`config.mk`:
```
export PLATFORM = sky130hd
export DESIGN_NAME = hazard_pattern_decoder
export DESIGN_NICKNAME = d
export VERILOG_FILES = /design/src/rtl/hazard_pkg.sv /design/src/rtl/sync2.sv /design/src/rtl/hazard_pattern_decoder.sv
export SDC_FILE = /design/constraint.sdc
export NUM_CORES = 1
export LEC_CHECK = 0
export BUFFER_PORTS_ARGS = -buffer_cell sky130_fd_sc_hd__clkbuf_2
export CORE_MARGIN = 2
export CORE_UTILIZATION = 46
export DETAILED_ROUTE_END_ITERATION = 8
export GPL_ROUTABILITY_DRIVEN = 1
export PLACE_DENSITY_LB_ADDON = 0.3
export SLEW_MARGIN = 10
export SYNTH_ARGS = -nofsm -noshare
export SYNTH_HDL_FRONTEND = slang
export SYNTH_SLANG_ARGS = --single-unit
```
`constraint.sdc`:
```
create_clock -name clk -period 2.5 [get_ports clk]
set_input_delay 0.5 -clock clk [delete_from_list [all_inputs] [get_ports clk]]
set_output_delay 0.5 -clock clk [all_outputs]
set_load 0.02 [all_outputs]
```
`src/rtl/hazard_pkg.sv`:
```
// hazard_pkg: shared mode/state enums and the four legal lamp patterns.
package hazard_pkg;
    typedef enum logic [1:0] {M_NONE, M_CALM, M_RIGHT, M_LEFT} mode_t;
    typedef enum logic [1:0] {S_IDLE, S_ACQUIRE, S_LOCKED} state_t;
    localparam logic [2:0] PAT_BOTH  = 3'b101;
    localparam logic [2:0] PAT_MID   = 3'b010;
    localparam logic [2:0] PAT_LEFT  = 3'b100;
    localparam logic [2:0] PAT_RIGHT = 3'b001;
endpackage

```
`src/rtl/sync2.sv`:
```
// sync2: two-flop synchronizer for a W-bit bus, cleared by synchronous reset.
module sync2 #(
    parameter int W = 1
) (
    input  logic         clk,
    input  logic         reset,
    input  logic [W-1:0] d,
    output logic [W-1:0] q
);
    logic [W-1:0] meta;
    always_ff @(posedge clk)
        if (reset) {q, meta} <= '0;
        else {q, meta} <= {meta, d};
endmodule

```
`src/rtl/hazard_pattern_decoder.sv`:
```
// hazard_pattern_decoder: classifies lamp-pattern transitions and locks onto
// a mode after LOCK_COUNT consecutive same-class transitions.
module hazard_pattern_decoder
    import hazard_pkg::*;
#(
    parameter int LOCK_COUNT = 3
) (
    input  logic       clk,
    input  logic       reset,
    input  logic       tick,
    input  logic [2:0] lights,
    output logic [1:0] mode,
    output logic       locked,
    output logic       err
);
    localparam logic [3:0] LC = 4'(LOCK_COUNT);
    logic [3:0] s;
    sync2 #(.W(4)) u_sync (.clk(clk), .reset(reset), .d({tick, lights}), .q(s));
    logic       s_tick, legal, cls_ok, locked_n, err_n;
    logic [2:0] pat, prev, prev_n;
    logic [3:0] count, count_n, count_inc;
    state_t     state, state_n;
    mode_t      cand, cand_n, mode_r, mode_n, cls;
    assign s_tick    = s[3];
    assign pat       = s[2:0];
    assign legal     = pat inside {PAT_BOTH, PAT_MID, PAT_LEFT, PAT_RIGHT};
    assign count_inc = (count >= LC) ? LC : count + 4'd1;
    assign mode      = mode_r;
    always_comb begin
        cls    = M_NONE;
        cls_ok = 1'b1;
        if ((prev == PAT_BOTH && pat == PAT_MID) || (prev == PAT_MID && pat == PAT_BOTH))
            cls = M_CALM;
        else if ((prev == PAT_LEFT && pat == PAT_MID) || (prev == PAT_MID && pat == PAT_RIGHT) ||
                 (prev == PAT_RIGHT && pat == PAT_LEFT))
            cls = M_RIGHT;
        else if ((prev == PAT_RIGHT && pat == PAT_MID) || (prev == PAT_MID && pat == PAT_LEFT) ||
                 (prev == PAT_LEFT && pat == PAT_RIGHT))
            cls = M_LEFT;
        else
            cls_ok = 1'b0;
    end
    always_comb begin
        state_n  = state;
        prev_n   = prev;
        cand_n   = cand;
        count_n  = count;
        mode_n   = mode_r;
        locked_n = locked;
        err_n    = 1'b0;
        if (s_tick) begin
            if (legal) prev_n = pat;
            if (state == S_IDLE) begin
                if (legal) begin
                    cand_n  = M_NONE;
                    count_n = '0;
                    state_n = S_ACQUIRE;
                end else err_n = 1'b1;
            end else if (!cls_ok) begin
                // any broken transition drops the lock and restarts from this pattern
                err_n    = 1'b1;
                cand_n   = M_NONE;
                count_n  = '0;
                mode_n   = M_NONE;
                locked_n = 1'b0;
                state_n  = legal ? S_ACQUIRE : S_IDLE;
            end else if (state == S_LOCKED) begin
                if (cls != mode_r) begin
                    cand_n   = cls;
                    count_n  = 4'd1;
                    mode_n   = M_NONE;
                    locked_n = 1'b0;
                    state_n  = S_ACQUIRE;
                end
            end else begin
                cand_n  = cls;
                count_n = (cls == cand) ? count_inc : 4'd1;
                if (count_n >= LC) begin
                    mode_n   = cls;
                    locked_n = 1'b1;
                    state_n  = S_LOCKED;
                end
            end
        end
    end
    always_ff @(posedge clk) begin
        if (reset) begin
            state  <= S_IDLE;
            prev   <= '0;
            cand   <= M_NONE;
            count  <= '0;
            mode_r <= M_NONE;
            locked <= 1'b0;
            err    <= 1'b0;
        end else begin
            state  <= state_n;
            prev   <= prev_n;
            cand   <= cand_n;
            count  <= count_n;
            mode_r <= mode_n;
            locked <= locked_n;
            err    <= err_n;
        end
    end
endmodule
```
=== Word-level counts from Yosys, hierarchy flattened ===
Cells that the tools add are included.

* Register bits after elaboration: 23
* Output and inout bits: 4
* Logic and storage cells: 86

* Add/subtract/negate cells: 1
* Order comparisons: 2
* Eq/ne operators: 16
* Multiplexer cells: 36
* Bitwise logic cells: 2
* Reductions and logical operators: 20

{| class="wikitable"
|+ Operator list
! kind !! count
|-
| $mux 2 || 18
|-
| $mux 4 || 7
|-
| $eq 3x3->1 const B || 4
|-
| $mux 1 || 11
|-
| $ge 4x2->1 const B || 2
|-
| $logic_and 1x1->1 || 8
|-
| $reduce_and 4->1 || 2
|-
| $eq 3x1->1 const B || 2
|-
| $eq 3x2->1 const B || 2
|-
| $logic_or 1x1->1 || 5
|-
| $add 4x1->4 const B || 1
|-
| $ne 4x1->1 const B || 1
|-
| $ne 4x3->1 const B || 1
|-
| $reduce_bool 4->1 || 1
|-
| $ne 3x1->1 const B || 1
|-
| $ne 3x2->1 const B || 1
|-
| $reduce_and 3->1 || 1
|-
| $eq 2x2->1 || 1
|-
| $eq 2x2->1 const B || 1
|-
| $logic_not 2->1 || 1
|-
| $ne 2x2->1 || 1
|-
| $ne 2x2->1 const B || 1
|-
| $not 1->1 || 2
|-
| $reduce_and 2->1 || 1
|-
| $reduce_or 2->1 || 1
|}

=== Depth between registers and ports, before layout ===
Gate-level depths: netlist (run 1).

* Depth after elaboration: 14
* Gate-level depth with buffers: 8
* Depth with buffers taken out: 7

=== By module ===
Synthesis (run 1) repeated with hierarchy kept, for this count alone.

* Cell total of the unflattened synthesis: 138
* Area, all modules: 1211.2 µm²

{| class="wikitable"
|+ By module, submodules not included
! module !! times used !! cells an instance !! area each (µm²) !! sequential area each (µm²)
|-
| hazard_pattern_decoder || 1 || 122 || 1001.0 || 300.3
|-
| sync2 || 1 || 16 || 210.2 || 160.2
|}

=== Worst setup path before layout (run 1) ===
No wires, ideal clock.

* Path type: reg-to-reg
* From: register u_sync.q[0]
* To: register state[0]
* Setup time: 0.103 ns
* Arrival time: 1.891 ns
* Data required time: 2.397 ns
* Setup slack: 0.506 ns
* Stages on the path, launching flop included: 9
* Buffers on the path: 1
* Clock period less this slack: 1.994 ns
* Cell sequence: dfxtp_1 > buf_6 > and3b_2 > o21a_1 > a31o_4 > xor2_2 > a211oi_4 > a31o_1 > a2111oi_2

* Longest elaborated chain between the ends: 12
* Elaborated cells between the ends (all ways): 35
* Classes of those cells: order compare (1); eq/ne (9); mux (10); reduce/logical (15)

{| class="wikitable"
|+ Ends and longest elaborated chain
! what !! RTL line !! text
|-
| from (decl) || sync2.sv:8 || <nowiki>output logic [W-1:0] q</nowiki>
|-
| from (signal assigned) || sync2.sv:13 || <nowiki>else {q, meta} <= {meta, d};</nowiki>
|-
| $eq 3x2->1 or $eq 3x3->1 (tied branches) || -- ||
|-
| $logic_and 1x1->1 || hazard_pattern_decoder.sv:37 || <nowiki>else if ((prev == PAT_RIGHT && pat == PAT_MID) || (prev == PAT_MID && pat == PAT_LEFT) ||</nowiki>
|-
| $logic_or 1x1->1 (2 in series) || hazard_pattern_decoder.sv:37 ||
|-
| $mux 2 || hazard_pattern_decoder.sv:37 ||
|-
| $mux 2 || hazard_pattern_decoder.sv:34 || <nowiki>else if ((prev == PAT_LEFT && pat == PAT_MID) || (prev == PAT_MID && pat == PAT_RIGHT) ||</nowiki>
|-
| $mux 2 || hazard_pattern_decoder.sv:32 || <nowiki>if ((prev == PAT_BOTH && pat == PAT_MID) || (prev == PAT_MID && pat == PAT_BOTH))</nowiki>
|-
| $eq 2x2->1 || hazard_pattern_decoder.sv:77 || <nowiki>count_n = (cls == cand) ? count_inc : 4'd1;</nowiki>
|-
| $mux 4 || hazard_pattern_decoder.sv:77 ||
|-
| $ge 4x2->1 || hazard_pattern_decoder.sv:78 || <nowiki>if (count_n >= LC) begin</nowiki>
|-
| $ne 4x1->1 (no source line) || -- ||
|-
| $reduce_and 4->1 (no source line) || -- ||
|-
| to (signal assigned) || hazard_pattern_decoder.sv:96 || <nowiki>state <= state_n;</nowiki>
|-
| to (decl) || hazard_pattern_decoder.sv:22 || <nowiki>state_t state, state_n;</nowiki>
|}

Parallel ways exist; a longest one is shown, timed or not.
A chain may end at the register's enable or synchronous reset.

=== Worst setup path after layout (run 1) ===
* From: register u_sync.q[1]
* To: register state[0]

Same word-level chain as after synthesis.

==> flow_summary.json, run 1 <==
{
  "status": "complete, no violations",
  "ctsHtreeMaxLevel": 1,
  "total_power_uw": 608,
  "yosysMostFrequentCell": "dfxtp_1",
  "hold_start": "lights[2]",
  "timing.final.crit_share_pct": 91.1,
  "synth.area.top_cells": "dfxtp_1 36%, nor2b_1 5.9%, buf_6 3.5%",
  "antennaDiodeCount": 0,
  "required_ns": 2.72,
  "design.core.area_um2": 2710,
  "worst_pin_slew_ns": 0.497,
  "route.detailed.drc": 0,
  "clock_sinks": 23,
  "crit_path_start_kind": "register",
  "finalSetupTns_ns": 0,
  "syn-cell-area_um2": 1280,
  "postRouteAntennaNets": 0,
  "drt_iter0_drc": 20,
  "grt_usage_pct": 16.0,
  "synthArstFlopShare_pct": 0,
  "port_buffers": 9,
  "path_delay_family": "compound AO/OA/AOI/OAI gates",
  "syn_nets": 143,
  "place_hpwl_um": 1670,
  "rows": 19,
  "vdd_ir_drop_max_uv": 264,
  "crit_path_cell_trace": "and4bb_1 > o21a_1 > a31o_4 > xor2_2 > a211oi_4 > a31o_1 > a2111oi_2",
  "min_path_type": "in2reg",
  "overflow": 0,
  "fmax_ghz": 0.439,
  "drt_pass1_iterations": 4,
  "die_area_um2": 3220,
  "syn_to_final_growth_pct": 3.52,
  "r2r-end": "state[0]$_SDFFE_PP0P_",
  "finalCriticalPeriod_ns": 2.28,
  "synth_top_area_share_pct": 35.9,
  "timing.rr.start": "u_sync.q[1]$_SDFF_PP0_",
  "grt_pass1_vias": 893,
  "wire_per_inst_um": 13.2,
  "cts.path.max_buffers": 2,
  "numCtsBuffers": 3,
  "rrSetupSlack_ns": 0.22,
  "ctsHoldBuffers": 0,
  "clkTransAtPathRegs_ns": 0.13,
  "post-cts-setup-buffer-count": 0,
  "final_nets": 148,
  "yosys_most_used_dff": "dfxtp_1",
  "die_w_um": 56.8,
  "r2r_cells": 7,
  "cts_resized": 0,
  "worstPathMaxFanout": 10,
  "critPathArrivalTime_ns": 2.50,
  "clockRootBuffer": "clkbuf_4",
  "skew_ns": 0.00400,
  "drive_above_1_share_pct": 20.0,
  "vias": 969,
  "gp_congestion": 0.861,
  "maxCapViolations": 0,
  "slowest_stage": "dfxtp_1",
  "critPathBufInv": 0,
  "synth_cell_types": 51,
  "synth_top_area_cell": "dfxtp_1",
  "netlist_instances": 136,
  "antenna_found_initial": 0,
  "synth-edff-count": 0,
  "avgSynthCellArea_um2": 9.42,
  "grt_pass1_wl_um": 3990,
  "hold_viol": 0,
  "slew_viol_final": 0,
  "synthTopCellsByCount": "23 x dfxtp_1, 12 x nor2b_1, 10 x nand2_1",
  "cpPeakStageDelay_ns": 0.61,
  "slew_headroom_pct": 66.6,
  "synth_seq_cells": 23,
  "post_drt_via_cell_ratio": 5.67,
  "clock_latency_ns": 0.31,
  "whs_path_depth": 2,
  "min_to": "u_sync.meta[2]$_SDFF_PP0_",
  "rsz0062_at_grt": "no",
  "grt_max_degree": 22,
  "initial_core_util_pct": 47.3,
  "cts_tree": "yes",
  "setup_viol_count_final": 0,
  "cellPowerDensity_nw_per_um2": 458,
  "criticalPathCategory": "reg2reg",
  "crit_path_end_kind": "register",
  "ys_seq_area_share_pct": 35.9,
  "die_h_um": 56.8,
  "yosys_warnings": 0,
  "p_leak_uw": 0.000505,
  "wl_um": 2260,
  "ioPinCount": 10
}
==> cells in the final DEF (no fill, tap or decap), types with 2 or more instances in the layout <==
master / Yosys / routed
nand4_1: 3 / 3
xor2_1: 3 / 3
a31oi_1: 2 / 2
clkbuf_2: 0 / 9
inv_1: 4 / 4
nand3_1: 3 / 3
a21oi_1: 6 / 6
and2_1: 2 / 2
o21ai_0: 3 / 3
nor2_1: 9 / 9
dfxtp_1: 23 / 23
xor2_2: 2 / 2
a22o_2: 2 / 2
mux2i_1: 2 / 2
o21a_1: 3 / 3
nor2b_1: 12 / 12
nand2b_1: 6 / 6
o211ai_1: 3 / 3
nand2_1: 10 / 10
clkbuf_4: 0 / 3
==> report_power, final <==
group / switching [uW] / internal (uW) / total (uW)
clock: 112 / 59.8 / 172
combinational: 27.1 / 22.5 / 49.6
sequential: 12.1 / 374 / 387
==> cell families after synthesis <==
| group | synth area share (%) |
|---|---|
| AO/OA/AOI/OAI | 23.5 |
| XOR/XNOR | 5.27 |
| adder cells (fa/ha/maj) | 0.976 |
| buffers and inverters | 6.93 |
| flip-flops | 35.9 |
| multiplexers | 2.44 |
| AND/OR/NAND/NOR | 24.9 |
==> worst register-to-register path, stage by stage, from the launching register on <==
cell       delay [ns]
dfxtp_1          0.61
and4bb_1         0.28
o21a_1           0.20
a31o_4           0.23
xor2_2           0.19
a211oi_4         0.08
a31o_1           0.27
a2111oi_2        0.33
==> routing by layer <==
metal | routed length [um] | vias to the layer above | global-route usage [%]
met5 | 0 | - | 0
met4 | 30 | 0 | 5.98
met3 | 55 | 4 | 3.46
met2 | 1050 | 12 | 25.9
met1 | 1120 | 457 | 20.7
li1 | - | 496 | -
==> flip-flops by register name (all words and copies together), names as in the netlist <==
signal,flops
cand,2
mode,2
locked,1
count,4
u_sync.q,4
prev,3
state,2
err,1
u_sync.meta,4
==> final cells by class <==
cell class	count	area [um2]
Clock buffer	3	22.5
Clock inverter	1	5.00
Fill cell	269	1380
Inverter	4	15.0
Multi-Input combinational cell	99	732
Sequential cell	23	460
Tap cell	31	38.8
Timing Repair Buffer	10	52.6
==> per-stage QoR <==
stage | hold WS [ns] | util, % | worst slack (ns) | cells | area [um2]
after floorplan | 0.414 | - | 0.506 | 136 | 1280
after global placement | 0.417 | 47.9 | 0.325 | 167 | 1300
after detailed placement | 0.430 | 47.9 | 0.253 | 167 | 1300
after CTS | 0.379 | 48.9 | 0.223 | 171 | 1330
after global routing | 0.383 | 48.9 | 0.0308 | 171 | 1330
final | 0.384 | 48.9 | 0.223 | 171 | 1330
==> worst max-delay path by stage <==
| stage | from | to | slack (ns) | cells past startpoint |
|---|---|---|---|---|
| global placement | u_sync.q[1]$_SDFF_PP0_ | state[0]$_SDFFE_PP0P_ | 0.32 | 7 |
| CTS | u_sync.q[1]$_SDFF_PP0_ | state[0]$_SDFFE_PP0P_ | 0.22 | 7 |
| finish | u_sync.q[1]$_SDFF_PP0_ | state[0]$_SDFFE_PP0P_ | 0.22 | 7 |
| floorplan | u_sync.q[0]$_SDFF_PP0_ | state[0]$_SDFFE_PP0P_ | 0.51 | 8 |
| global route | u_sync.q[1]$_SDFF_PP0_ | state[0]$_SDFFE_PP0P_ | 0.03 | 7 |
| detailed placement | u_sync.q[1]$_SDFF_PP0_ | state[0]$_SDFFE_PP0P_ | 0.25 | 7 |
(Power assumes the default switching activity.)
==> run 2, diff against run 1 <==
--- a/config.mk
+++ b/config.mk
@@ -5,6 +5,7 @@
 export SDC_FILE = /design/constraint.sdc
 export NUM_CORES = 1
 export LEC_CHECK = 0
+export ABC_AREA = 1
 export BUFFER_PORTS_ARGS = -buffer_cell sky130_fd_sc_hd__clkbuf_2
 export CORE_MARGIN = 2
 export CORE_UTILIZATION = 46
==> flow_summary.json, run 2 <==
{
  "fmax_ghz": 0.535,
  "antenna_found_initial": 0,
  "die_w_um": 55.5,
  "vias": 1081,
  "synth-edff-count": 0,
  "finalSetupTns_ns": 0,
  "hold_viol": 0,
  "wl_um": 2380,
  "grt_pass1_wl_um": 4280,
  "postRouteAntennaNets": 0,
  "required_ns": 2.72,
  "synth_mux_area_share_pct": 0,
  "finalCriticalPeriod_ns": 1.87,
  "synth_top_area_cell": "dfxtp_1",
  "design.core.area_um2": 2500,
  "route.detailed.drc": 0,
  "crit_path_end_kind": "register",
  "post_drt_via_cell_ratio": 4.91,
  "slew_viol_final": 0,
  "yosysMostFrequentCell": "nand2_1",
  "cts_resized": 0,
  "ctsHtreeMaxLevel": 1,
  "synth_seq_cells": 23,
  "vdd_ir_drop_max_uv": 336,
  "timing.final.crit_share_pct": 74.8,
  "netlist_instances": 179,
  "critPathArrivalTime_ns": 2.09,
  "criticalPathCategory": "reg2reg",
  "layout_commonest_cell": "nand2_1",
  "post-cts-setup-buffer-count": 0,
  "drt_pass1_iterations": 4,
  "grt_pass1_vias": 1006,
  "synth_top_family_by_area": "simple AND/OR/NAND/NOR gates",
  "drive_above_1_share_pct": 19.5,
  "syn-cell-area_um2": 1220,
  "clock_sinks": 23,
  "synth_xor_area_share_pct": 0,
  "clock_latency_ns": 0.31,
  "syn_nets": 186,
  "initial_core_util_pct": 48.8,
  "final_nets": 198,
  "rows": 18,
  "syn_to_final_growth_pct": 8.41,
  "antennaDiodeCount": 0,
  "synth.area.top_cells": "dfxtp_1 38%, nand2_1 13%, inv_1 8.9%",
  "grt_usage_pct": 17.5,
  "min_path_type": "in2reg",
  "maxCapViolations": 0,
  "die_area_um2": 3080,
  "cellPowerDensity_nw_per_um2": 456,
  "p_leak_uw": 0.000614,
  "synthArstFlopShare_pct": 0,
  "place_hpwl_um": 1850,
  "drt_iter0_drc": 32,
  "slew_headroom_pct": 76.1,
  "port_buffers": 9,
  "die_h_um": 55.5,
  "avgSynthCellArea_um2": 6.82,
  "wire_per_inst_um": 10.8,
  "synth_cell_types": 21,
  "numCtsBuffers": 3,
  "cts.path.max_buffers": 2,
  "setup_viol_count_final": 0,
  "whs_ns": 0.363,
  "synthAdderAreaFrac_pct": 1.03,
  "synth_top_area_share_pct": 37.7,
  "crit_path_start_kind": "register",
  "ys_seq_area_share_pct": 37.7,
  "synth-simple-area-share_pct": 44.0,
  "synthTopCellsByCount": "41 x nand2_1, 29 x inv_1, 27 x nor2_1",
  "status": "complete, no violations",
  "worstPathMaxFanout": 6,
  "overflow": 0,
  "grt_max_degree": 18,
  "synth-compound-area-share_pct": 6.77,
  "cts_tree": "yes",
  "ctsHoldBuffers": 0,
  "rsz0062_at_grt": "no",
  "yosys_most_used_dff": "dfxtp_1",
  "gp_congestion": 0.799,
  "worst_pin_slew_ns": 0.358,
  "ioPinCount": 10,
  "clkTransAtPathRegs_ns": 0.12,
  "layout_common_cells": "41 x nand2_1, 29 x inv_1, 27 x nor2_1",
  "skew_ns": 0.00387,
  "clockRootBuffer": "clkbuf_4",
  "yosys_warnings": 0
}
==> run 2: cell count changes in the layout (fill, tap and decap cells not counted), moves of 12 or more <==
cell | previous run | this run
nand2_1 | 10 | 41
nor2_1 | 9 | 27
nand3_1 | 3 | 16
inv_1 | 4 | 29
nor2b_1 | 12 | 0
==> run 2: power breakdown <==
part	switching [uW]	total, uW	internal (uW)
clock network	108	168	59.8
registers	5.69	381	376
logic	36.3	53.4	17.1
total	150	603	453
==> run 2: through the flow <==
stage	total power, uW	instances	cell area, um2	setup slack [ns]	util, %
floorplan	429	179	1220	0.921	-
global placement	440	216	1290	0.756	51.8
detailed placement	443	216	1290	0.662	51.8
CTS	611	220	1320	0.625	52.9
global route	630	220	1320	0.437	52.9
finish	603	220	1320	0.630	52.9
==> run 2: layout make-up <==
class | instances | area [um2]
inverter | 32 | 120
timing repair buffer | 9 | 45.0
sequential | 23 | 460
clock buffer | 3 | 22.5
tap | 30 | 37.5
clock inverter | 1 | 5.00
fill | 257 | 1180
multi-input combinational | 122 | 632
==> run 2: metal layers <==
layer	track usage, %	routed length, um	up-vias
li1	-	-	573
met1	21.2	1110	486
met2	28.7	1120	16
met3	2.81	85	6
met4	10.8	65	0
met5	0	0	-
==> run 2: path summary, 6_finish.rpt <==
path / start / endpoint / slack [ns] / cells past startpoint
max: u_sync.q[1]$_SDFF_PP0_ / mode[1]$_SDFFE_PP0P_ / 0.63 / 15
min: lights[2] / u_sync.meta[2]$_SDFF_PP0_ / 0.36 / 3
max reg2reg: u_sync.q[1]$_SDFF_PP0_ / mode[1]$_SDFFE_PP0P_ / 0.63 / 15
min reg2reg: u_sync.meta[2]$_SDFF_PP0_ / u_sync.q[2]$_SDFF_PP0_ / 0.41 / 2
==> run 2: cells by family after synthesis <==
group,count (synthesis)
flops,23
fa+ha+maj,1
buf+inv,34
compound gates,15
simple gates,106
==> run 2: worst max-delay path, cell delays in order, from the launching register on <==
cell	delay, ns
dfxtp_1	0.40
inv_1	0.09
nand2_1	0.09
nor2_1	0.07
nand2_2	0.10
nand2_2	0.06
nor2_4	0.14
nand2_1	0.12
nand2_1	0.07
nand2_1	0.07
nor2_2	0.14
nand3_2	0.10
nand2_2	0.11
nand3_1	0.09
nand2_1	0.08
nor2_1	0.04
==> run 3, diff against run 2 <==
==> constraint.sdc (replaced) <==
create_clock -name clk -period 1.57 [get_ports clk]
set_input_delay 0.314 -clock clk [delete_from_list [all_inputs] [get_ports clk]]
set_output_delay 0.314 -clock clk [all_outputs]
set_load 0.02 [all_outputs]
==> flow_summary.json, run 3 (same netlist as run 2, synthesis figures left out) <==
{
  "maxCapViolations": 0,
  "critPathArrivalTime_ns": 1.98,
  "die_h_um": 55.5,
  "drive_above_1_share_pct": 43.3,
  "required_ns": 1.79,
  "worst_slack_ns": -0.187,
  "min_path_type": "in2reg",
  "dp_slack_ns": -0.190,
  "p_int_uw": 732,
  "total_power_uw": 982,
  "postRouteAntennaNets": 0,
  "layout_common_cells": "34 x nand2_1, 24 x inv_1, 24 x buf_4",
  "grt_max_degree": 14,
  "fmax_ghz": 0.569,
  "clkTransAtPathRegs_ns": 0.12,
  "finalCriticalPeriod_ns": 1.76,
  "slew_viol_final": 0,
  "syn_to_final_growth_pct": 35.5,
  "fillCellCount": 211,
  "grt_usage_pct": 19.0,
  "clock_latency_ns": 0.31,
  "antennaDiodeCount": 0,
  "cts_tree": "yes",
  "hold_viol": 0,
  "criticalPathCategory": "reg2reg",
  "drt_pass1_iterations": 4,
  "wl_um": 2900,
  "dpl.cell_count": 225,
  "violations": "setup timing",
  "wire_per_inst_um": 11.8,
  "grt_pass1_vias": 1196,
  "gp_congestion": 0.870,
  "initial_core_util_pct": 48.8,
  "vias": 1215,
  "status": "finished, violations left",
  "cellPowerDensity_nw_per_um2": 594,
  "p_leak_uw": 0.000745,
  "switching_share_pct": 25.5,
  "grt_pass1_wl_um": 4810,
  "worstPathMaxFanout": 6,
  "rsz0062_at_grt": "yes",
  "drt_iter0_drc": 32,
  "skew_ns": 0.00195,
  "cts.path.max_buffers": 2,
  "rows": 18,
  "antenna_found_initial": 0,
  "crit_path_end_kind": "register",
  "place_hpwl_um": 1930,
  "p_switching_uw": 250,
  "layout_commonest_cell": "nand2_1",
  "die_area_um2": 3080,
  "clock_sinks": 23,
  "final_nets": 223,
  "numCtsBuffers": 3,
  "ctsHoldBuffers": 0,
  "vdd_ir_drop_max_uv": 607,
  "route.detailed.drc": 0,
  "clockRootBuffer": "clkbuf_4",
  "port_buffers": 9,
  "timing.final.crit_share_pct": 112,
  "die_w_um": 55.5,
  "ctsHtreeMaxLevel": 1,
  "post_drt_via_cell_ratio": 4.96,
  "worst_pin_slew_ns": 0.327,
  "instances_no_fill": 245,
  "design.core.area_um2": 2500,
  "pwr-share-comb_pct": 11.3,
  "setup_viol_count_final": 10,
  "ioPinCount": 10,
  "clkPwrFrac_pct": 27.2,
  "seqPwrFrac_pct": 61.5,
  "overflow": 0,
  "crit_path_start_kind": "register",
  "slew_headroom_pct": 78.1
}
==> run 3: cell count changes in the layout (fill, tap and decap cells not counted), moves of 3 or more <==
cell	previous run	this run
nand3_1	16	9
nor2_4	4	8
buf_4	0	24
inv_4	0	3
dfxtp_4	0	4
nor2_1	27	22
inv_1	29	24
nand3_2	6	11
nand2_1	41	34
dfxtp_1	23	17
nand2_2	4	9
==> run 3: repair_timing <==
action / CTS / global route
gates resized for setup: 32 / 14
buffers inserted: 9 / 7
pin swaps: 10 / 16
hold endpoints to repair: 0 / 0
endpoints found under the setup margin: 11 / 12
==> run 3: path summary, 6_finish.rpt <==
check                                    to  cells past startpoint  slack, ns                       from
setup / recovery       mode[0]$_SDFFE_PP0P_                     15      -0.19       prev[2]$_SDFFE_PP0P_
hold / removal    u_sync.meta[2]$_SDFF_PP0_                      3       0.17                  lights[2]
setup reg to reg       mode[0]$_SDFFE_PP0P_                     15      -0.19       prev[2]$_SDFFE_PP0P_
hold reg to reg      u_sync.q[2]$_SDFF_PP0_                      2       0.41  u_sync.meta[2]$_SDFF_PP0_
==> run 3: cell type report <==
type / count / area [um2] / share of cell area (%)
sequential: 23 / 478 / 28.9
clock buffer: 3 / 22.5 / 1.36
multi-input combinational: 122 / 746 / 45.1
timing repair buffer: 34 / 236 / 14.3
inverter: 32 / 128 / 7.72
tap: 30 / 37.5 / 2.27
clock inverter: 1 / 5.00 / 0.303
==> run 3: layer usage <==
layer	wire (um)	track usage [%]
met5	0	0
met4	35	5.23
met3	54	1.41
met2	1570	37.4
met1	1250	21.4
==> run 3: power by group through the flow <==
stage / registers (uW) / logic (uW) / clock network (uW)
3_5_place_dp: 621 / 91.7 / 0
5_1_grt: 605 / 125 / 297
2_1_floorplan: 621 / 62.6 / 0
3_3_place_gp: 620 / 88.0 / 0
6_report: 604 / 111 / 267
4_1_cts: 605 / 102 / 276
==> run 3: metrics by stage <==
step	util (%)	hold WS, ns	setup TNS, ns	cell area [um2]
floorplan	-	0.388	0	1220
global placement	54.6	0.389	-0.863	1360
detailed placement	54.6	0.396	-1.36	1360
CTS	62.2	0.165	-0.867	1550
global route	66.1	0.176	-3.02	1650
finish	66.1	0.171	-1.32	1650
==> run 3: critical path: stages (launching register included) <==
cell and delay [ns]:
dfxtp_4 0.40, inv_4 0.04, nand3_4 0.09, inv_2 0.04, nand2_2 0.07, nand2_2 0.07, nor2_4 0.20, nand2_2 0.08
nand2_1 0.06, nand2_1 0.05, nor2_2 0.14, nand3_2 0.13, nand2_4 0.13, nand3_2 0.07, nand2_1 0.05, nor2_1 0.04
